`src/rtl/computation_controller.sv`:
```
// computation_controller
//   Sequences jobs on an external computation_module: a STORE phase followed
//   by one or three compute runs (single, sa3, sa2), each preceded by a
//   one-cycle all-idle GAP. Captures each run's 2x2 result, pulses res_valid,
//   and for the three-run job reports whether all results agreed. A 6-bit
//   watchdog aborts a phase whose done never arrives.
// Ports
//   clk, rst (async, active-low)
//   start, mode[1:0]             job request / select (00 single, 01 sa3, 10 sa2, 11 all)
//   done_store/single/sa3/sa2    completion flags from computation_module
//   c11..c22[7:0]                computation_module result
//   active_store/single/sa3/sa2  one-hot phase requests (registered)
//   busy, res_valid, res_mode[1:0], r11..r22[7:0], match, err
module computation_controller (
    input  logic       clk,
    input  logic       rst,
    input  logic       start,
    input  logic [1:0] mode,
    input  logic       done_store,
    input  logic       done_single,
    input  logic       done_sa3,
    input  logic       done_sa2,
    input  logic [7:0] c11,
    input  logic [7:0] c12,
    input  logic [7:0] c21,
    input  logic [7:0] c22,
    output logic       active_store,
    output logic       active_single,
    output logic       active_sa3,
    output logic       active_sa2,
    output logic       busy,
    output logic       res_valid,
    output logic [1:0] res_mode,
    output logic [7:0] r11,
    output logic [7:0] r12,
    output logic [7:0] r21,
    output logic [7:0] r22,
    output logic       match,
    output logic       err
);

    typedef enum logic [2:0] {IDLE, STORE, GAP, RUN, FINISH} state_t;

    state_t     state, state_d;
    logic [1:0] mode_q, mode_d;
    logic [1:0] idx, idx_d;          // run index within a mode-11 job
    logic [5:0] wd, wd_d;
    logic [3:0] act, act_d;          // {sa2, sa3, single, store}
    logic       busy_d, res_valid_d, match_d, err_d, acc, acc_d;
    logic [1:0] res_mode_d;
    logic [7:0] r11_d, r12_d, r21_d, r22_d;
    logic [1:0] cur;
    logic [3:0] done_vec;
    logic       done_cur, same, first;

    // Run encoding equals res_mode: 00 single, 01 sa3, 10 sa2.
    function automatic logic [3:0] run_req(input logic [1:0] m);
        return 4'b0010 << m;
    endfunction

    assign cur      = (mode_q == 2'b11) ? idx : mode_q;
    assign done_vec = {done_sa2, done_sa3, done_single, done_store};
    // Only the done of the phase currently requested counts.
    assign done_cur = |(done_vec & act & run_req(cur));
    assign same     = (c11 == r11) && (c12 == r12) && (c21 == r21) && (c22 == r22);
    assign first    = (mode_q != 2'b11) || (idx == 2'd0);

    assign {active_sa2, active_sa3, active_single, active_store} = act;

    always_comb begin
        state_d     = state;
        mode_d      = mode_q;
        idx_d       = idx;
        wd_d        = wd;
        act_d       = '0;
        res_valid_d = 1'b0;
        res_mode_d  = res_mode;
        match_d     = match;
        err_d       = err;
        acc_d       = acc;
        r11_d       = r11;
        r12_d       = r12;
        r21_d       = r21;
        r22_d       = r22;
        case (state)
            IDLE: begin
                if (start) begin
                    state_d = STORE;
                    mode_d  = mode;
                    idx_d   = '0;
                    wd_d    = '0;
                    err_d   = 1'b0;
                    match_d = 1'b0;
                    act_d   = 4'b0001;
                end
            end
            STORE: begin
                if (done_store && act[0]) begin
                    state_d = GAP;
                end else if (wd == 6'd62) begin
                    // 63rd active cycle without done: abort
                    state_d = IDLE;
                    wd_d    = 6'd63;
                    err_d   = 1'b1;
                end else begin
                    wd_d  = wd + 6'd1;
                    act_d = 4'b0001;
                end
            end
            GAP: begin
                state_d = RUN;
                wd_d    = '0;
                act_d   = run_req(cur);
            end
            RUN: begin
                if (done_cur) begin
                    r11_d       = c11;
                    r12_d       = c12;
                    r21_d       = c21;
                    r22_d       = c22;
                    res_mode_d  = cur;
                    res_valid_d = 1'b1;
                    // Chained compare against the previous capture implies
                    // element-wise equality of all three results.
                    acc_d       = first ? 1'b1 : (acc & same);
                    if ((mode_q == 2'b11) && (idx != 2'd2)) begin
                        idx_d   = idx + 2'd1;
                        state_d = GAP;
                    end else begin
                        state_d = FINISH;
                        match_d = acc_d;
                    end
                end else if (wd == 6'd62) begin
                    state_d = IDLE;
                    wd_d    = 6'd63;
                    err_d   = 1'b1;
                end else begin
                    wd_d  = wd + 6'd1;
                    act_d = run_req(cur);
                end
            end
            FINISH: state_d = IDLE;
            default: state_d = IDLE;
        endcase
        busy_d = (state_d != IDLE);
    end

    always_ff @(posedge clk or negedge rst) begin
        if (!rst) begin
            state     <= IDLE;
            mode_q    <= '0;
            idx       <= '0;
            wd        <= '0;
            act       <= '0;
            busy      <= 1'b0;
            res_valid <= 1'b0;
            res_mode  <= '0;
            match     <= 1'b0;
            err       <= 1'b0;
            acc       <= 1'b0;
            r11       <= '0;
            r12       <= '0;
            r21       <= '0;
            r22       <= '0;
        end else begin
            state     <= state_d;
            mode_q    <= mode_d;
            idx       <= idx_d;
            wd        <= wd_d;
            act       <= act_d;
            busy      <= busy_d;
            res_valid <= res_valid_d;
            res_mode  <= res_mode_d;
            match     <= match_d;
            err       <= err_d;
            acc       <= acc_d;
            r11       <= r11_d;
            r12       <= r12_d;
            r21       <= r21_d;
            r22       <= r22_d;
        end
    end

endmodule

```
`config.mk`:
```
export PLATFORM = sky130hd
export DESIGN_NAME = computation_controller
export DESIGN_NICKNAME = d
export VERILOG_FILES = /design/src/rtl/computation_controller.sv
export SDC_FILE = /design/constraint.sdc
export NUM_CORES = 1
export LEC_CHECK = 0
export CORE_MARGIN = 5
export CORE_UTILIZATION = 40
export DETAILED_ROUTE_END_ITERATION = 16
export PLACE_DENSITY = 0.7
export RECOVER_POWER = 25
export SETUP_SLACK_MARGIN = 0.4
export SYNTH_ARGS = -nofsm -noshare
export SYNTH_HDL_FRONTEND = slang
export SYNTH_SLANG_ARGS = --single-unit
```
`constraint.sdc`:
```
create_clock -name clk -period 2.4 [get_ports clk]
set_clock_uncertainty 0.15 [all_clocks]
set_input_delay 0.48 -clock clk [delete_from_list [all_inputs] [get_ports clk]]
set_output_delay 0.48 -clock clk [all_outputs]
set_load 0.02 [all_outputs]
```
==> tab_implementation.tex, run 1 <==
\begin{tabular}{lr}
\hline
Metric & Value \\
\hline
\multicolumn{2}{l}{\textbf{Yosys}} \\
\quad Register bit count reported by yosys & 56 \\
\quad Number of enable-type register cells in the synthesized netlist & 0 \\
\quad Area share of fa/ha/maj cells after synthesis & 0.0183 \\
\quad Largest family of logic cells by synthesized area & multiplexers \\
\quad Main flop type after synthesis & sky130\_fd\_sc\_hd\_\_dfrtp\_1 \\
\quad Syn Area/Cell & 11.3 um2 \\
\quad Post-synthesis share of cell area spent on and, or, nand and nor gates & 0.112 \\
\quad Multiplexer area fraction after synthesis & 0.136 \\
\quad Share of the synthesized netlist area taken by xor and xnor gates & 0.103 \\
\quad Summed instance area of the synthesized netlist & 0.00273 mm2 \\
\quad Sequential area share after synthesis & 0.513 \\
\quad Nets in the synthesized netlist & 286 \\
\quad Synthesized-area fraction occupied by ao, oa, aoi and oai cells & 0.0907 \\
\quad Share of synthesized flip-flops with an asynchronous set or reset & 1.00 \\
\quad Warning count from the yosys run & 0 \\
\quad Post-Synthesis Cells & 241 \\
\quad Count of different cell masters after synthesis & 39 \\
\multicolumn{2}{l}{\textbf{Worst hold path}} \\
\quad Hold Path Class & flip-flop to flip-flop \\
\quad WHS Path Cells & 2 \\
\multicolumn{2}{l}{\textbf{Timing}} \\
\quad Slew at the pin with the worst max-slew slack & 1.37 ns \\
\quad Total of endpoints with negative setup slack in the final report & 0 \\
\quad Maximum achievable frequency & 0.487 GHz \\
\quad Setup Total Neg Slack & 0 ns \\
\quad Number of hold-slack violations in the final timing report & 0 \\
\quad Worst slew margin & 0.0858 \\
\quad Max-slew violations & 0 \\
\quad Clock period minus worst slack & 2.05 ns \\
\quad Setup repair after global routing missed its margin & true \\
\quad Final clock period utilization by the worst path & 0.856 \\
\multicolumn{2}{l}{\textbf{Global routing}} \\
\quad Number of antenna violations at the first check in global routing & 0 \\
\quad Total overflow reported by the global router & 0 \\
\quad Maximum number of pins on one net before global-route repair & 57 \\
\quad Vias in the first global route & 2207 \\
\quad Total track usage & 0.154 \\
\quad First-pass GRT wire length & 10600 um \\
\multicolumn{2}{l}{\textbf{Setup path}} \\
\quad Setup CP Type & input pin to flip-flop \\
\quad Number of stages on the worst setup path & 7 \\
\quad Cell with the largest stage delay on the worst path & sky130\_fd\_sc\_hd\_\_a2111o\_1 \\
\quad Top cell by count, worst path & sky130\_fd\_sc\_hd\_\_o21ai\_1 \\
\quad Data required time at the worst endpoint & 2.44 ns \\
\quad Chain of cells forming the critical path & clkdlybuf4s50\_1 > nand2\_1 > a21oi\_4 > o31a\_4 > a2111o\_1 > o21ai\_1 > o21ai\_1 \\
\quad Peak fanout along the critical path & 6 \\
\quad CP endpoint kind & flip-flop \\
\quad Worst Reg-to-Reg Cells & 6 \\
\quad Longest individual stage delay on the worst path & 0.46 ns \\
\quad Kind of cell adding the most delay to the critical path & compound AO/OA/AOI/OAI gates \\
\quad Total buffers and inverters traversed by the critical path & 1 \\
\quad Crit path DAT & 2.09 ns \\
\quad Sort of element at the start of the critical path & input pin \\
\multicolumn{2}{l}{\textbf{Detailed routing}} \\
\quad DRT iter0 DRCs & 113 \\
\quad Remaining antenna violation count after routing & 0 \\
\quad Average wire length per cell after detail routing & 15.5 um \\
\quad Number of vias per cell & 5.12 \\
\quad Routed Wire Length & 6710 um \\
\quad Vias after detailed routing & 2223 \\
\quad Post-detailed-route DRC marker count & 0 \\
\quad TritonRoute pass-1 iters & 4 \\
\multicolumn{2}{l}{\textbf{Floorplanning}} \\
\quad Core region area & 0.00672 mm2 \\
\quad Die Y & 92.7 um \\
\quad Starting utilization of the core area & 0.407 \\
\quad Number of placement rows & 30 \\
\quad Top-level I/O count & 83 \\
\quad Die area & 0.00858 mm2 \\
\quad Horizontal die dimension & 92.7 um \\
\multicolumn{2}{l}{\textbf{Pwr}} \\
\quad P per Cell Area & 1190 mW/mm2 \\
\quad Max VDD drop & 0.000526 V \\
\quad Pleak & 2.06 nW \\
\multicolumn{2}{l}{\textbf{Layout}} \\
\quad Fraction of layout cells with a size suffix above 1 & 0.305 \\
\quad Fraction of the core area covered by cells at the end of the flow & 0.631 \\
\quad Layout Cell Area excl Fill & 0.00424 mm2 \\
\quad Commonest non-fill, non-tap cell in the layout & sky130\_fd\_sc\_hd\_\_dfrtp\_1 \\
\quad Number of fill cells & 529 \\
\quad Count of antenna diodes in the layout & 0 \\
\quad Nets & 398 \\
\quad Highest-count cells in the layout ignoring fill and taps & sky130\_fd\_sc\_hd\_\_dfrtp\_1, sky130\_fd\_sc\_hd\_\_clkdlybuf4s50\_1, sky130\_fd\_sc\_hd\_\_mux2\_2, sky130\_fd\_sc\_hd\_\_dlymetal6s2s\_1, sky130\_fd\_sc\_hd\_\_xnor2\_1 \\
\quad Synth-to-layout area growth & 55.2\% \\
\multicolumn{2}{l}{\textbf{CTS}} \\
\quad CTS tree & yes \\
\quad Clock buffer depth & 2 \\
\quad Htree depth & 2 \\
\quad Number of buffers added by the clock tree synthesis step & 5 \\
\quad Cts-stage hold buffer count & 0 \\
\quad Clock net sink count & 56 \\
\quad Clk root buf & sky130\_fd\_sc\_hd\_\_clkbuf\_8 \\
\quad Worst-skew pair later-pin latency & 0.31 ns \\
\quad Clock transition at the register clock pins on the worst setup and hold paths after CTS & 0.09 ns \\
\multicolumn{2}{l}{\textbf{Placement}} \\
\quad Cell area after placement & 0.00374 mm2 \\
\quad Routability congestion estimate from global placement & 0.765 \\
\quad Count of port buffers added during placement & 82 \\
\quad Detail Placement HPWL & 4590 um \\
\multicolumn{2}{l}{\textbf{Run status}} \\
\quad Outcome & finished clean \\
\multicolumn{2}{l}{\textbf{Job}} \\
\quad Max cap viols & 0 \\
\hline
\end{tabular}
-- final timing paths --
kind	from	endpoint	slack [ns]
worst min-delay path	err	err	0.37
worst min register to register	err	err	0.37
min in group asynchronous	rst	r12[7]	0.40
worst max register to register	mode_q[0]	wd[5]	0.36
max in group asynchronous	rst	mode_q[1]	0.79
worst max-delay path	done_single	wd[5]	0.35
-- report_power, final --
group          total [mW]  switching, mW  internal (mW)
Sequential           1.76          0.389           1.37
Combinational        2.74           1.25           1.48
Clock               0.539          0.304          0.235
-- kinds of logic (layout without fill, tap and decap cells) --
logic type                 count (synthesis)  in the layout
AOI/OAI and AO/OA                         40             40
buffers and inverters                     17            130
muxes                                     33             33
DFF                                       56             56
adders and majority gates                  4              4
xor gates and xnor gates                  32             32
and+or+nand+nor                           59             59
-- tightest hold or removal path: stages, from the launching register on --
cell and delay [ns]:
sky130_fd_sc_hd__dfrtp_1 0.37, sky130_fd_sc_hd__nand2_1 0.05, sky130_fd_sc_hd__o21ai_0 0.06
-- state kept, by name, summed over array words and instances, names as in the netlist, 2 cells and up --
register / cells
act: 4
idx: 2
mode_q: 2
r11: 8
r12: 8
r21: 8
r22: 8
res_mode: 2
state: 3
wd: 6
-- metal layers --
layer,track usage,routed length [um]
met3,0.0666,585
met4,0.0415,100
met2,0.242,3210
met1,0.196,2810
met5,0,0
-- cell usage after synthesis, types with 2 or more instances --
cell                       instances  share of area
sky130_fd_sc_hd__nor4_1            3         0.0069
sky130_fd_sc_hd__buf_4             3         0.0082
sky130_fd_sc_hd__a211oi_1          2         0.0055
sky130_fd_sc_hd__inv_1            11          0.015
sky130_fd_sc_hd__dfrtp_1          56           0.51
sky130_fd_sc_hd__nor3_1            2         0.0037
sky130_fd_sc_hd__mux2_2           32           0.13
sky130_fd_sc_hd__o21a_1            2         0.0055
sky130_fd_sc_hd__nor2b_1           2         0.0046
sky130_fd_sc_hd__nand3_1           9          0.016
sky130_fd_sc_hd__clkbuf_1          2         0.0027
sky130_fd_sc_hd__a21boi_0          2         0.0055
sky130_fd_sc_hd__or2_2             2         0.0046
sky130_fd_sc_hd__o21ai_0          18          0.033
sky130_fd_sc_hd__xnor2_1          28          0.090
sky130_fd_sc_hd__ha_1              4          0.018
sky130_fd_sc_hd__a21oi_1           6          0.011
sky130_fd_sc_hd__and3_1            3         0.0069
sky130_fd_sc_hd__nor2_1            8          0.011
sky130_fd_sc_hd__nand2_1          16          0.022
sky130_fd_sc_hd__nand2b_1          2         0.0046
sky130_fd_sc_hd__a31oi_1           2         0.0046
sky130_fd_sc_hd__xor2_1            4          0.013
sky130_fd_sc_hd__nand4_1           7          0.016
-- final cells by class --
class                           count  area (um2)  share of cell area
Clock buffer                        7        86.3              0.0204
Clock inverter                      1        7.51             0.00177
Inverter                           11        41.3             0.00974
Multi-Input combinational cell    168        1440               0.340
Sequential cell                    56        1420               0.335
Tap cell                           80         100              0.0236
Timing Repair Buffer              111        1140               0.270
-- what timing repair did --
action                     in CTS  in global routing
pin swaps                      20                 19
resized for setup              37                 62
cloned                          0                  2
setup endpoints to repair      44                 68
setup buffers                   4                 12
-- metrics by stage --
stage	setup slack [ns]	instances	hold WS [ns]	total power [mW]
finish	0.345	434	0.371	5.03
global route	0.227	434	0.383	5.40
CTS	0.211	420	0.181	4.79
detailed placement	-0.286	408	0.370	4.13
global placement	-0.235	408	0.362	4.09
floorplan	0.402	241	0.0344	3.08
No activity file was read; power rests on OpenSTA's default activity.
==> run 2: changes to the inputs <==
--- a/config.mk
+++ b/config.mk
@@ -5,7 +5,8 @@
 export SDC_FILE = /design/constraint.sdc
 export NUM_CORES = 1
 export LEC_CHECK = 0
-export CORE_MARGIN = 5
+export CAP_MARGIN = 20
+export CORE_MARGIN = 2
 export CORE_UTILIZATION = 40
 export DETAILED_ROUTE_END_ITERATION = 16
 export PLACE_DENSITY = 0.7
==> tab_implementation.tex, run 2 (synthesized netlist as in run 1, its figures left out) <==
\begin{tabular}{lr}
\hline
Metric & Value \\
\hline
\multicolumn{2}{l}{\textbf{Placement}} \\
\quad Number of placed instances, taps included & 407 \\
\quad Worst setup timing slack at the placement stage & -0.260 ns \\
\quad Count of port buffers added during placement & 82 \\
\quad Detail Placement HPWL & 4300 um \\
\quad Routability congestion estimate from global placement & 0.814 \\
\multicolumn{2}{l}{\textbf{Detailed routing}} \\
\quad DRT iter0 DRCs & 72 \\
\quad Post-detailed-route DRC marker count & 0 \\
\quad Vias after detailed routing & 2238 \\
\quad TritonRoute pass-1 iters & 4 \\
\quad Remaining antenna violation count after routing & 0 \\
\quad Average wire length per cell after detail routing & 15.7 um \\
\quad Routed Wire Length & 6790 um \\
\quad Number of vias per cell & 5.17 \\
\multicolumn{2}{l}{\textbf{Layout}} \\
\quad Fraction of layout cells with a size suffix above 1 & 0.309 \\
\quad Nets & 397 \\
\quad Sequential cell area & 0.00142 mm2 \\
\quad Non-filler cells, final & 433 \\
\quad Synth-to-layout area growth & 57.0\% \\
\quad Commonest non-fill, non-tap cell in the layout & sky130\_fd\_sc\_hd\_\_clkdlybuf4s50\_1 \\
\quad Number of fill cells & 528 \\
\quad Count of antenna diodes in the layout & 0 \\
\quad Total area of multi-input combinational cells & 0.00152 mm2 \\
\quad Highest-count cells in the layout ignoring fill and taps & sky130\_fd\_sc\_hd\_\_clkdlybuf4s50\_1, sky130\_fd\_sc\_hd\_\_dfrtp\_1, sky130\_fd\_sc\_hd\_\_mux2\_4, sky130\_fd\_sc\_hd\_\_xnor2\_1, sky130\_fd\_sc\_hd\_\_buf\_4 \\
\multicolumn{2}{l}{\textbf{Timing}} \\
\quad Setup Total Neg Slack & 0 ns \\
\quad Clock period minus worst slack & 2.11 ns \\
\quad Final clock period utilization by the worst path & 0.879 \\
\quad Setup repair after global routing missed its margin & true \\
\quad Max-slew violations & 0 \\
\quad Worst slew margin & 0.0888 \\
\quad Final Hold Slack & 0.358 ns \\
\quad Maximum achievable frequency & 0.474 GHz \\
\quad Total of endpoints with negative setup slack in the final report & 0 \\
\quad Number of hold-slack violations in the final timing report & 0 \\
\quad Worst-case setup margin in the final layout & 0.291 ns \\
\quad Slew at the pin with the worst max-slew slack & 1.37 ns \\
\multicolumn{2}{l}{\textbf{Worst hold path}} \\
\quad WHS Path Cells & 2 \\
\quad Hold Path Class & flip-flop to flip-flop \\
\multicolumn{2}{l}{\textbf{Setup path}} \\
\quad Crit path DAT & 2.18 ns \\
\quad Data required time at the worst endpoint & 2.47 ns \\
\quad R2R Setup Slk & 0.29 ns \\
\quad Setup CP Type & flip-flop to flip-flop \\
\quad Peak fanout along the critical path & 2 \\
\quad CP endpoint kind & flip-flop \\
\quad Worst Reg-to-Reg Cells & 6 \\
\quad Sort of element at the start of the critical path & flip-flop \\
\multicolumn{2}{l}{\textbf{Pwr}} \\
\quad Max VDD drop & 0.000801 V \\
\quad Pleak & 2.02 nW \\
\quad P per Cell Area & 1210 mW/mm2 \\
\multicolumn{2}{l}{\textbf{CTS}} \\
\quad CTS tree & yes \\
\quad Htree depth & 2 \\
\quad Worst-skew pair later-pin latency & 0.30 ns \\
\quad Clock transition at the register clock pins on the worst setup and hold paths after CTS & 0.10 ns \\
\quad Number of buffers added by the clock tree synthesis step & 5 \\
\quad Clock buffer depth & 2 \\
\quad Clk root buf & sky130\_fd\_sc\_hd\_\_clkbuf\_8 \\
\quad Clock net sink count & 56 \\
\multicolumn{2}{l}{\textbf{Floorplanning}} \\
\quad Die Y & 86.7 um \\
\quad Starting utilization of the core area & 0.407 \\
\quad Die area & 0.00751 mm2 \\
\quad Core region area & 0.00672 mm2 \\
\quad Horizontal die dimension & 86.7 um \\
\quad Number of placement rows & 30 \\
\quad Top-level I/O count & 83 \\
\multicolumn{2}{l}{\textbf{Global routing}} \\
\quad Total overflow reported by the global router & 0 \\
\quad Vias in the first global route & 2171 \\
\quad Met2 capacity usage during global routing & 0.266 \\
\quad Number of antenna violations at the first check in global routing & 0 \\
\quad Routing usage on met1 & 0.234 \\
\quad Met3 track demand over resource in global routing & 0.0657 \\
\quad First-pass GRT wire length & 10300 um \\
\quad Total track usage & 0.174 \\
\quad Maximum number of pins on one net before global-route repair & 57 \\
\quad Gr busiest metal & met2 \\
\multicolumn{2}{l}{\textbf{Run status}} \\
\quad Outcome & finished clean \\
\multicolumn{2}{l}{\textbf{Job}} \\
\quad Max cap viols & 0 \\
\hline
\end{tabular}
-- run 2: area by class of cell --
class                           count  share of cell area
Clock inverter                      2             0.00292
Timing Repair Buffer              110               0.263
Tap cell                           80              0.0233
Inverter                           11             0.00963
Multi-Input combinational cell    168               0.353
Clock buffer                        6              0.0169
Sequential cell                    56               0.331
-- run 2: per-stage QoR --
stage          utilization  total power, mW  cell area [um2]
2_1_floorplan            -             3.08             2750
3_3_place_gp         0.554             4.06             3720
3_5_place_dp         0.554             4.11             3720
4_1_cts              0.587             4.81             3940
5_1_grt              0.638             5.51             4290
6_report             0.638             5.17             4290
-- run 2: critical path, stage by stage (launching register included) --
cell and delay (ns):
sky130_fd_sc_hd__dfrtp_2 0.45, sky130_fd_sc_hd__xnor2_2 0.13, sky130_fd_sc_hd__nand4_1 0.16, sky130_fd_sc_hd__nor4_2 0.32, sky130_fd_sc_hd__nand4_1 0.12, sky130_fd_sc_hd__or4_4 0.43, sky130_fd_sc_hd__o311ai_2 0.25
-- run 2: what timing repair did --
item	4_1_cts	5_1_grt
setup endpoints to repair	35	63
gates resized for setup	46	64
cloned	1	2
pin swaps	26	17
hold buffers	0	0
buffers inserted	10	5
-- run 2: path summary, 6_finish.rpt --
kind                       startpoint      to
min in group asynchronous         rst  r12[7]
hold / removal                    err     err
setup reg to reg               r11[3]   match
setup / recovery               r11[3]   match
hold reg to reg                   err     err
max in group asynchronous         rst  r12[4]
-- run 2: per-layer routing --
layer  part of all wire  wire, um
met4              0.011        77
met5                  0         0
met2               0.50      3370
met3              0.062       421
met1               0.43      2920
-- run 2: power breakdown --
group	switching, mW	total, mW	internal (mW)
Sequential	0.376	1.74	1.37
Clock	0.312	0.517	0.205
Combinational	1.31	2.91	1.60
Total	1.99	5.17	3.18
==> run 3: changes to the inputs <==
--- a/config.mk
+++ b/config.mk
@@ -5,11 +5,12 @@
 export SDC_FILE = /design/constraint.sdc
 export NUM_CORES = 1
 export LEC_CHECK = 0
+export ABC_AREA = 1
 export CAP_MARGIN = 20
 export CORE_MARGIN = 2
 export CORE_UTILIZATION = 40
 export DETAILED_ROUTE_END_ITERATION = 16
-export PLACE_DENSITY = 0.7
+export PLACE_DENSITY = 0.69
 export RECOVER_POWER = 25
 export SETUP_SLACK_MARGIN = 0.4
 export SYNTH_ARGS = -nofsm -noshare
==> tab_implementation.tex, run 3 <==
\begin{tabular}{lr}
\hline
Metric & Value \\
\hline
\multicolumn{2}{l}{\textbf{Yosys}} \\
\quad Leading cell types by count after synthesis & sky130\_fd\_sc\_hd\_\_nand2\_1, sky130\_fd\_sc\_hd\_\_inv\_1, sky130\_fd\_sc\_hd\_\_dfrtp\_1 \\
\quad Nets in the synthesized netlist & 458 \\
\quad Syn Area/Cell & 7.23 um2 \\
\quad Share of synthesized flip-flops with an asynchronous set or reset & 1.00 \\
\quad Main flop type after synthesis & sky130\_fd\_sc\_hd\_\_dfrtp\_1 \\
\quad Register bit count reported by yosys & 56 \\
\quad Count of different cell masters after synthesis & 27 \\
\quad Sequential area share after synthesis & 0.469 \\
\quad Post-synth top area share & 0.469 \\
\quad Number of enable-type register cells in the synthesized netlist & 0 \\
\quad Warning count from the yosys run & 0 \\
\quad Summed instance area of the synthesized netlist & 0.00299 mm2 \\
\quad Post-synth top area cell & sky130\_fd\_sc\_hd\_\_dfrtp\_1 \\
\quad Post-Synthesis Cells & 413 \\
\quad Most used standard cell by instance count after synthesis & sky130\_fd\_sc\_hd\_\_nand2\_1 \\
\quad Cell types occupying the most area after synthesis & sky130\_fd\_sc\_hd\_\_dfrtp\_1, sky130\_fd\_sc\_hd\_\_nand2\_1, sky130\_fd\_sc\_hd\_\_inv\_1, sky130\_fd\_sc\_hd\_\_o21ai\_0, sky130\_fd\_sc\_hd\_\_nor2\_1 \\
\multicolumn{2}{l}{\textbf{CTS}} \\
\quad Clock net sink count & 56 \\
\quad CTS tree & yes \\
\quad Number of buffers added by the clock tree synthesis step & 5 \\
\quad Clk root buf & sky130\_fd\_sc\_hd\_\_clkbuf\_8 \\
\quad Clock buffer depth & 2 \\
\quad Worst-skew pair later-pin latency & 0.31 ns \\
\quad Clock transition at the register clock pins on the worst setup and hold paths after CTS & 0.11 ns \\
\quad Htree depth & 2 \\
\multicolumn{2}{l}{\textbf{Pwr}} \\
\quad Sequential Power Share & 0.379 \\
\quad Pleak & 2.40 nW \\
\quad Switching power as a share of total power & 0.413 \\
\quad Max VDD drop & 0.000546 V \\
\quad Power after layout & 4.01 mW \\
\quad Comb power frac & 0.459 \\
\quad Internal Dissipation & 2.35 mW \\
\quad P per Cell Area & 960 mW/mm2 \\
\quad Clock power frac & 0.162 \\
\quad Power spent charging and discharging nets & 1.65 mW \\
\multicolumn{2}{l}{\textbf{Setup path}} \\
\quad Total buffers and inverters traversed by the critical path & 1 \\
\quad Worst Reg-to-Reg Cells & 12 \\
\quad Setup CP Type & flip-flop to primary output \\
\quad Kind of cell adding the most delay to the critical path & buffers and inverters \\
\quad Launch point of the worst reg-to-reg path & idx[0] \\
\quad Peak fanout along the critical path & 4 \\
\quad Longest individual stage delay on the worst path & 0.63 ns \\
\quad R2R Setup Slk & 0.55 ns \\
\quad Worst setup path startpoint & r11[5] \\
\quad Data required time at the worst endpoint & 1.77 ns \\
\quad Worst flop-to-flop path endpoint & wd[4] \\
\quad CP endpoint kind & primary output \\
\quad Crit path DAT & 1.33 ns \\
\quad Cell with the largest stage delay on the worst path & sky130\_fd\_sc\_hd\_\_clkdlybuf4s50\_1 \\
\quad Chain of cells forming the critical path & clkdlybuf4s50\_1 \\
\quad Sort of element at the start of the critical path & flip-flop \\
\multicolumn{2}{l}{\textbf{Global routing}} \\
\quad Number of antenna violations at the first check in global routing & 0 \\
\quad Total track usage & 0.176 \\
\quad Vias in the first global route & 2546 \\
\quad First-pass GRT wire length & 11900 um \\
\quad Total overflow reported by the global router & 0 \\
\quad Maximum number of pins on one net before global-route repair & 49 \\
\multicolumn{2}{l}{\textbf{Detailed routing}} \\
\quad Remaining antenna violation count after routing & 0 \\
\quad DRT iter0 DRCs & 110 \\
\quad TritonRoute pass-1 iters & 6 \\
\quad Number of vias per cell & 4.67 \\
\quad Vias after detailed routing & 2813 \\
\quad Post-detailed-route DRC marker count & 0 \\
\quad Average wire length per cell after detail routing & 12.3 um \\
\quad Routed Wire Length & 7430 um \\
\multicolumn{2}{l}{\textbf{Layout}} \\
\quad Synth-to-layout area growth & 39.7\% \\
\quad Highest-count cells in the layout ignoring fill and taps & sky130\_fd\_sc\_hd\_\_nand2\_1, sky130\_fd\_sc\_hd\_\_inv\_1, sky130\_fd\_sc\_hd\_\_clkdlybuf4s50\_1, sky130\_fd\_sc\_hd\_\_dfrtp\_1, sky130\_fd\_sc\_hd\_\_o21ai\_0 \\
\quad Fraction of layout cells with a size suffix above 1 & 0.0616 \\
\quad Commonest non-fill, non-tap cell in the layout & sky130\_fd\_sc\_hd\_\_nand2\_1 \\
\quad Nets & 547 \\
\quad Count of antenna diodes in the layout & 0 \\
\quad Fraction of the core area covered by cells at the end of the flow & 0.575 \\
\multicolumn{2}{l}{\textbf{Floorplanning}} \\
\quad Number of placement rows & 31 \\
\quad Top-level I/O count & 83 \\
\quad Die Y & 90.4 um \\
\quad Core region area & 0.00725 mm2 \\
\quad Horizontal die dimension & 90.4 um \\
\quad Die area & 0.00817 mm2 \\
\quad Starting utilization of the core area & 0.412 \\
\multicolumn{2}{l}{\textbf{Timing}} \\
\quad Max-slew violations & 0 \\
\quad Maximum achievable frequency & 0.509 GHz \\
\quad Setup repair after global routing missed its margin & true \\
\quad Clock period minus worst slack & 1.96 ns \\
\quad Final clock period utilization by the worst path & 0.819 \\
\quad Total of endpoints with negative setup slack in the final report & 0 \\
\quad Worst slew margin & 0.0587 \\
\quad Setup Total Neg Slack & 0 ns \\
\quad Number of hold-slack violations in the final timing report & 0 \\
\quad Slew at the pin with the worst max-slew slack & 1.41 ns \\
\quad Worst-case setup margin in the final layout & 0.435 ns \\
\multicolumn{2}{l}{\textbf{Placement}} \\
\quad Count of port buffers added during placement & 82 \\
\quad Worst setup timing slack at the placement stage & 0.242 ns \\
\quad Detail Placement HPWL & 5410 um \\
\quad Routability congestion estimate from global placement & 0.855 \\
\multicolumn{2}{l}{\textbf{Worst hold path}} \\
\quad Hold Path Class & input pin to async pin \\
\multicolumn{2}{l}{\textbf{Job}} \\
\quad Max cap viols & 0 \\
\multicolumn{2}{l}{\textbf{Run status}} \\
\quad Outcome & finished clean \\
\hline
\end{tabular}
## run 3: layer usage
metal | routed length, um | part of all wire | GRT usage
met1 | 3700 | 0.50 | 0.254
met2 | 3370 | 0.45 | 0.278
met3 | 305 | 0.041 | 0.0342
met4 | 59 | 0.0079 | 0.0321
met5 | 0 | 0 | 0
## run 3: power groups by stage
stage | registers (mW) | clock network, mW | logic [mW]
floorplan | 1.78 | 0 | 0.801
global placement | 1.52 | 0 | 1.81
detailed placement | 1.53 | 0 | 1.84
CTS | 1.52 | 0.662 | 1.84
global route | 1.57 | 0.693 | 2.05
finish | 1.52 | 0.649 | 1.84
## run 3: kinds of logic after synthesis
logic type                 share of synthesized area
buffers and inverters                          0.101
and+or+nand+nor                                0.292
xor gates and xnor gates                      0.0235
AOI/OAI and AO/OA                             0.0968
DFF                                            0.469
adders and majority gates                     0.0168
## run 3: what timing repair did
action	CTS	global route
hold buffers	0	0
gates cloned	0	2
resized for setup	2	31
setup endpoints to repair	2	55
setup buffers	0	1
## run 3: layout make-up
class | instances | area [um2]
Tap cell | 99 | 124
Multi-Input combinational cell | 282 | 1320
Inverter | 68 | 258
Timing Repair Buffer | 89 | 958
Fill cell | 687 | 3080
Clock inverter | 3 | 46.3
Clock buffer | 5 | 68.8
Sequential cell | 56 | 1400
## run 3: stage by stage
step	hold WS [ns]	area (um2)	instances
3_3_place_gp	0.324	3920	591
5_1_grt	0.374	4170	602
3_5_place_dp	0.322	3920	591
2_1_floorplan	0.0344	2990	413
4_1_cts	0.0119	4030	599
6_report	0.319	4170	602
## run 3: how the worst max path moves through the flow
stage               cells after the start     end  slack, ns
floorplan                              12  r12[7]       0.78
global placement                        9   wd[4]       0.29
detailed placement                      8   wd[3]       0.24
CTS                                     1  r12[4]       0.40
global route                            2   wd[5]       0.37
finish                                  1  r11[5]       0.44
==> patch 1: new RTL, settings of run 1 <==
Make the reset (`rst`) synchronous in one clocked block. Comments in the files are not updated.
--- a/src/rtl/computation_controller.sv
+++ b/src/rtl/computation_controller.sv
@@ -145,7 +145,7 @@
         busy_d = (state_d != IDLE);
     end
 
-    always_ff @(posedge clk or negedge rst) begin
+    always_ff @(posedge clk) begin
         if (!rst) begin
             state     <= IDLE;
             mode_q    <= '0;
Function: differs if rst is asserted again (counterexample within 4 cycles, from zero or initial values and one cycle with rst low); with rst held inactive, the same outputs for 10 cycles.
==> patch 1 against run 1 <==
Die area increased by 2.9%; synthesized area increased by 3.3%; sequential cell count unchanged; routed wire length is 21% higher; count of clock-buffer cells in the layout down 1; final area decreased by 7.1%; worst setup slack got worse by 2.1 ps; sequential share of layout area down 4.8 points; critical endpoint is now idx[0].
Power is not compared: it rests on default switching activity, and its combinational part moved more than twofold at a synthesized area within 25%.
==> patch 1: results (changes against run 1) <==
grt:
  grt_max_degree: 37  # was 57
  grt_usage: 0.1695  # was 0.1545
  grt_pass1_vias: 2567  # was 2207
  antenna_found_initial: 0  # unchanged
  grt_pass1_wl_mm: 12.24  # was 10.61 mm
worst_hold_path:
  hp-start: "res_mode[0]"  # was err
  hp-class: "flip-flop to flip-flop"  # unchanged
  min_to: "res_mode[0]"  # was err
  hold_depth: 2  # unchanged
synth:
  synthFlopType: "dfxtp_1"  # was dfrtp_1
  synthTopCellsByCount: "84 x nand2_1, 56 x dfxtp_1, 42 x a21oi_1"  # was 56 x dfrtp_1, 32 x mux2_2, 28 x xnor2_1
  netlist_top_cells_area: "dfxtp_1 40%, nand2_1 11%, xnor2_1 8.7%, a21oi_1 7.4%, nand3_1 2.1%"  # was dfrtp_1 51%, mux2_2 13%, xnor2_1 9.0%, o21ai_0 3.3%, nand2_1 2.2%
  synth_adder_area_share: 0.01773  # was 0.01832
  synth_nets: 385  # was 286
  synth_cell_type_count: 48  # was 39
  ys_async_sr_fraction: 0  # was 1.000
  synth_compound_area_frac: 0.2079  # was 0.09066
  synth_mux_area_frac: 0.003546  # was 0.1355
  synth_xor_area_frac: 0.09929  # was 0.1026
  yosysWarnings: 0  # unchanged
  synth-seq-area-share: 0.3972  # was 0.5128
placed_design:
  port_buffers: 82  # unchanged
  finalWeightedCongestion: 0.8943  # was 0.7652
  dp.final_hpwl_mm: 5.487  # was 4.588 mm
  dp_slack_ps: 126.0  # was -285.8 ps
clock_network:
  worstSkewPairLatency_ps: 310  # about the same
  post-cts-setup-buffer-count: 0  # was 4
  post_cts_resized: 2  # was 37
  root_buffer: "clkbuf_8"  # unchanged
  clockBufferDepth: 2  # unchanged
  clkTransAtPathRegs_ps: 90  # about the same
  numCtsBuffers: 5  # unchanged
  htreeDepth: 2  # unchanged
pwr:
  p_leak_uw: 0.001386
  irDropWorstVdd_mv: 0.2722
route:
  top_layer: "met4"  # unchanged
  met1_length_mm: 3.559  # was 2.812 mm
  drt_pass1_iterations: 5  # was 4
  drt_iter0_drc: 151  # was 113
  drc: 0  # unchanged
  dr_total_vias: 2792  # was 2223
  wl_met3_um: 525  # was 585 um
  wl_per_cell_um: 15.22  # was 15.45 um
  dr_wl_met2_mm: 3.898  # was 3.207 mm
cells_and_area:
  fillers: 659  # was 529
  drive_above_1_share: 0.1167  # was 0.3051
  nNetsFinal: 481  # was 398
  num_antenna_cells: 0  # unchanged
critical_path:
  r2r_cells: 8  # was 6
  reg2reg_slack_ps: 430  # was 360 ps
  cp_max_fo: 6  # unchanged
  cp.arrival_ps: 2110  # was 2090 ps
  r2r_start: "mode_q[0]"  # unchanged
  r2r-end: "r12[5]"  # was wd[5]
outcome:
  status: "finished, final reports clean"  # unchanged
timing:
  worst_pin_slew_ps: 431.8  # was 1371 ps
patch 1: changes by cell type after synthesis, sizes merged, moves of 6 or more:
cell,run 1,this run
a21oi,6,42
a31oi,2,11
clkbuf,2,8
dfrtp,56,0
dfxtp,0,56
inv,11,5
mux2,32,0
nand2,16,84
o21ai,18,5
patch 1: cells by family after synthesis:
group,Yosys count
AO/OA/AOI/OAI,83
XOR/XNOR,32
adder cells (fa/ha/maj),4
buffers and inverters,22
flip-flops,56
multiplexers,1
AND/OR/NAND/NOR,142
patch 1: how the worst max path moves through the flow:
stage | slack, ps | to | startpoint
final | 340 | idx[0] | start
after detailed placement | 130 | r12[6] | done_sa2
after floorplan | 650 | r21[1] | idx[1]
after CTS | 410 | r12[6] | r12[6]
after global placement | 120 | match | c21[6]
after global routing | 270 | idx[0] | start
patch 1: stage by stage:
step	instance area, um^2	instances	hold slack (ps)
floorplan	2823	340	354.1
global placement	3775	512	296.5
detailed placement	3775	512	293.7
CTS	3864	520	317.2
global route	3939	533	349.4
finish	3939	533	315.2
patch 1: cell type report:
type	instances	area share
flip-flops and latches	56	0.2862
multi-input cells	262	0.4088
repair buffers	106	0.2471
clock buffers	6	0.01842
clock inverters	2	0.004130
inverters	5	0.004765
well taps	96	0.03050
patch 1: routing by layer:
layer	GRT usage	vias up
li1	-	1391
met1	0.2204	1295
met2	0.2768	96
met3	0.04567	10
met4	0.04452	0
met5	0	-
patch 1: worst max-delay path, stage by stage:
cell	delay (ps)
dlygate4sd3_1	570
or4b_1	580
a32oi_1	250
mux2i_1	110
o32ai_1	130
patch 1: power breakdown:
group          switching (uW)  internal (uW)  total [uW]
clock network             316            209         525
registers                20.0            942         962
logic                     113            131         244
==> patch 2: new RTL, config.mk and constraints of run 1 <==
Without the edit above. Add an input register stage for `c21`, without a reset; this delays it by one clock. The other inputs are not delayed to match.
--- a/src/rtl/computation_controller.sv
+++ b/src/rtl/computation_controller.sv
@@ -41,6 +41,12 @@
 
     typedef enum logic [2:0] {IDLE, STORE, GAP, RUN, FINISH} state_t;
 
+    logic [7:0] c21_q;
+
+    always_ff @(posedge clk) begin
+        c21_q <= c21;
+    end
+
     state_t     state, state_d;
     logic [1:0] mode_q, mode_d;
     logic [1:0] idx, idx_d;          // run index within a mode-11 job
@@ -62,7 +68,7 @@
     assign done_vec = {done_sa2, done_sa3, done_single, done_store};
     // Only the done of the phase currently requested counts.
     assign done_cur = |(done_vec & act & run_req(cur));
-    assign same     = (c11 == r11) && (c12 == r12) && (c21 == r21) && (c22 == r22);
+    assign same     = (c11 == r11) && (c12 == r12) && (c21_q == r21) && (c22 == r22);
     assign first    = (mode_q != 2'b11) || (idx == 2'd0);
 
     assign {active_sa2, active_sa3, active_single, active_store} = act;
@@ -116,7 +122,7 @@
                 if (done_cur) begin
                     r11_d       = c11;
                     r12_d       = c12;
-                    r21_d       = c21;
+                    r21_d       = c21_q;
                     r22_d       = c22;
                     res_mode_d  = cur;
                     res_valid_d = 1'b1;
Formal check against the unedited RTL: not equivalent (a bounded check fails within 10 cycles, from zero or initial values and one cycle with rst low).
==> patch 2 against run 1 <==
Synthesized cell count grew 29%; worst setup slack lost 170 ps; routed wire length grew 18%; sequential cell count grew 8; synthesized area grew 7.1%; highest routed layer unchanged; total power grew 12%; global-route usage grew 1.9 points; largest power group unchanged; clock power grew 110%; final area grew 8.4%; hold slack lost 75 ps; critical path type is now flip-flop to flip-flop.
==> patch 2: results (changes against run 1) <==
outcome:
  status: "finished, final reports clean"  # unchanged
route:
  drt_iter0_drc: 115  # was 113
  wl_per_cell_um: 14.71  # was 15.45 um
  drt-total-wl_mm: 7.926  # was 6.706 mm
  dr_total_vias: 2667  # was 2223
critical_path:
  cp_max_fo: 3  # was 6
  crit_slowest_cell: "dfrtp_2"  # was a2111o_1
  r2r_cells: 7  # was 6
  crit_family: "simple AND/OR/NAND/NOR gates"  # was compound AO/OA/AOI/OAI gates
  slowest_delay_ps: 430  # was 460 ps
  startpoint: "r21[5]"  # was done_single
cells_and_area:
  fillers: 593  # was 529
  nNetsFinal: 480  # was 398
  drive_above_1_share: 0.2114  # was 0.3051
  final_core_utilization: 0.6405  # was 0.6311
grt:
  grtUsageMet1: 0.2158  # was 0.1956
  grt_usage: 0.1736  # was 0.1545
  grt_max_degree: 37  # was 57
  grt_pass1_vias: 2621  # was 2207
  grt_use_met3: 0.04815  # was 0.06661
clock_network:
  numCtsBuffers: 9  # was 5
  post_cts_resized: 40  # was 37
  clkTransAtPathRegs_ps: 70  # was 90 ps
  ctsHoldBuffers: 1  # was 0
  worstSkewPairLatency_ps: 350  # was 310 ps
  post-cts-setup-buffer-count: 8  # was 4
timing:
  worst_pin_slew_ps: 1285  # was 1371 ps
  hold-worst-slack_ps: 296.1  # was 370.7 ps
pwr:
  irDropWorstVdd_mv: 0.6560  # was 0.5259 mV
  p_comb_uw: 2620  # was 2740 uW
  power_switching_uw: 2176  # was 1946 uW
  powerClk_uw: 1140  # was 539 uW
  p_leak_uw: 0.002355  # was 0.002057 uW
  p_clk_frac: 0.201  # was 0.107
synth:
  synth-seq-area-share: 0.5336  # was 0.5128
  synth_cell_type_count: 40  # was 39
  synth_cells: 312  # was 241
  synthTopCellsByCount: "107 x nand2_1, 56 x dfrtp_1, 28 x xnor2_1"  # was 56 x dfrtp_1, 32 x mux2_2, 28 x xnor2_1
  netlist_top_cells_area: "dfrtp_1 48%, nand2_1 14%, xnor2_1 8.4%, dfxtp_1 5.5%, a21oi_1 1.9%"  # was dfrtp_1 51%, mux2_2 13%, xnor2_1 9.0%, o21ai_0 3.3%, nand2_1 2.2%
worst_hold_path:
  hp-start: "c21_q[2]"  # was err
  min_to: "r21[2]"  # was err
placed_design:
  dpl-instance-area_um2: 4003  # was 3740 um^2
  finalWeightedCongestion: 0.7868  # was 0.7652
  place_inst: 500  # was 408
  dp.final_hpwl_mm: 5.412  # was 4.588 mm
  dp_slack_ps: -427.0  # was -285.8 ps
[patch 2: cell count changes after synthesis, moves of 5 or more]
cell	run 1	this run
a21oi_1	6	11
dfxtp_1	0	8
nand2_1	16	107
mux2_2	32	0
buf_2	1	6
o21ai_0	18	5
[patch 2: logic make-up (layout without fill, tap and decap cells)]
kind of cell             count (synthesis)  count (layout)  synth area share
AO/OA/AOI/OAI                           40              40           0.09064
flip-flops                              64              64            0.5336
adder cells (fa/ha/maj)                  4               4           0.01710
AND/OR/NAND/NOR                        151             152            0.2313
multiplexers                             1               1          0.003420
XOR/XNOR                                32              32           0.09577
buffers and inverters                   20             147           0.02821
[patch 2: area by class of cell]
class                      count  area share
sequential                    64      0.3439
multi-input combinational    229      0.3038
timing repair buffer         121      0.2622
clock buffer                  11     0.03077
tap                           99     0.02695
clock inverter                 5     0.02260
inverter                      10    0.009801
[patch 2: routing by layer]
layer	share of wire	vias to the layer above
li1	-	1286
met3	0.049	16
met1	0.43	1291
met2	0.50	74
met4	0.017	0
met5	0	-
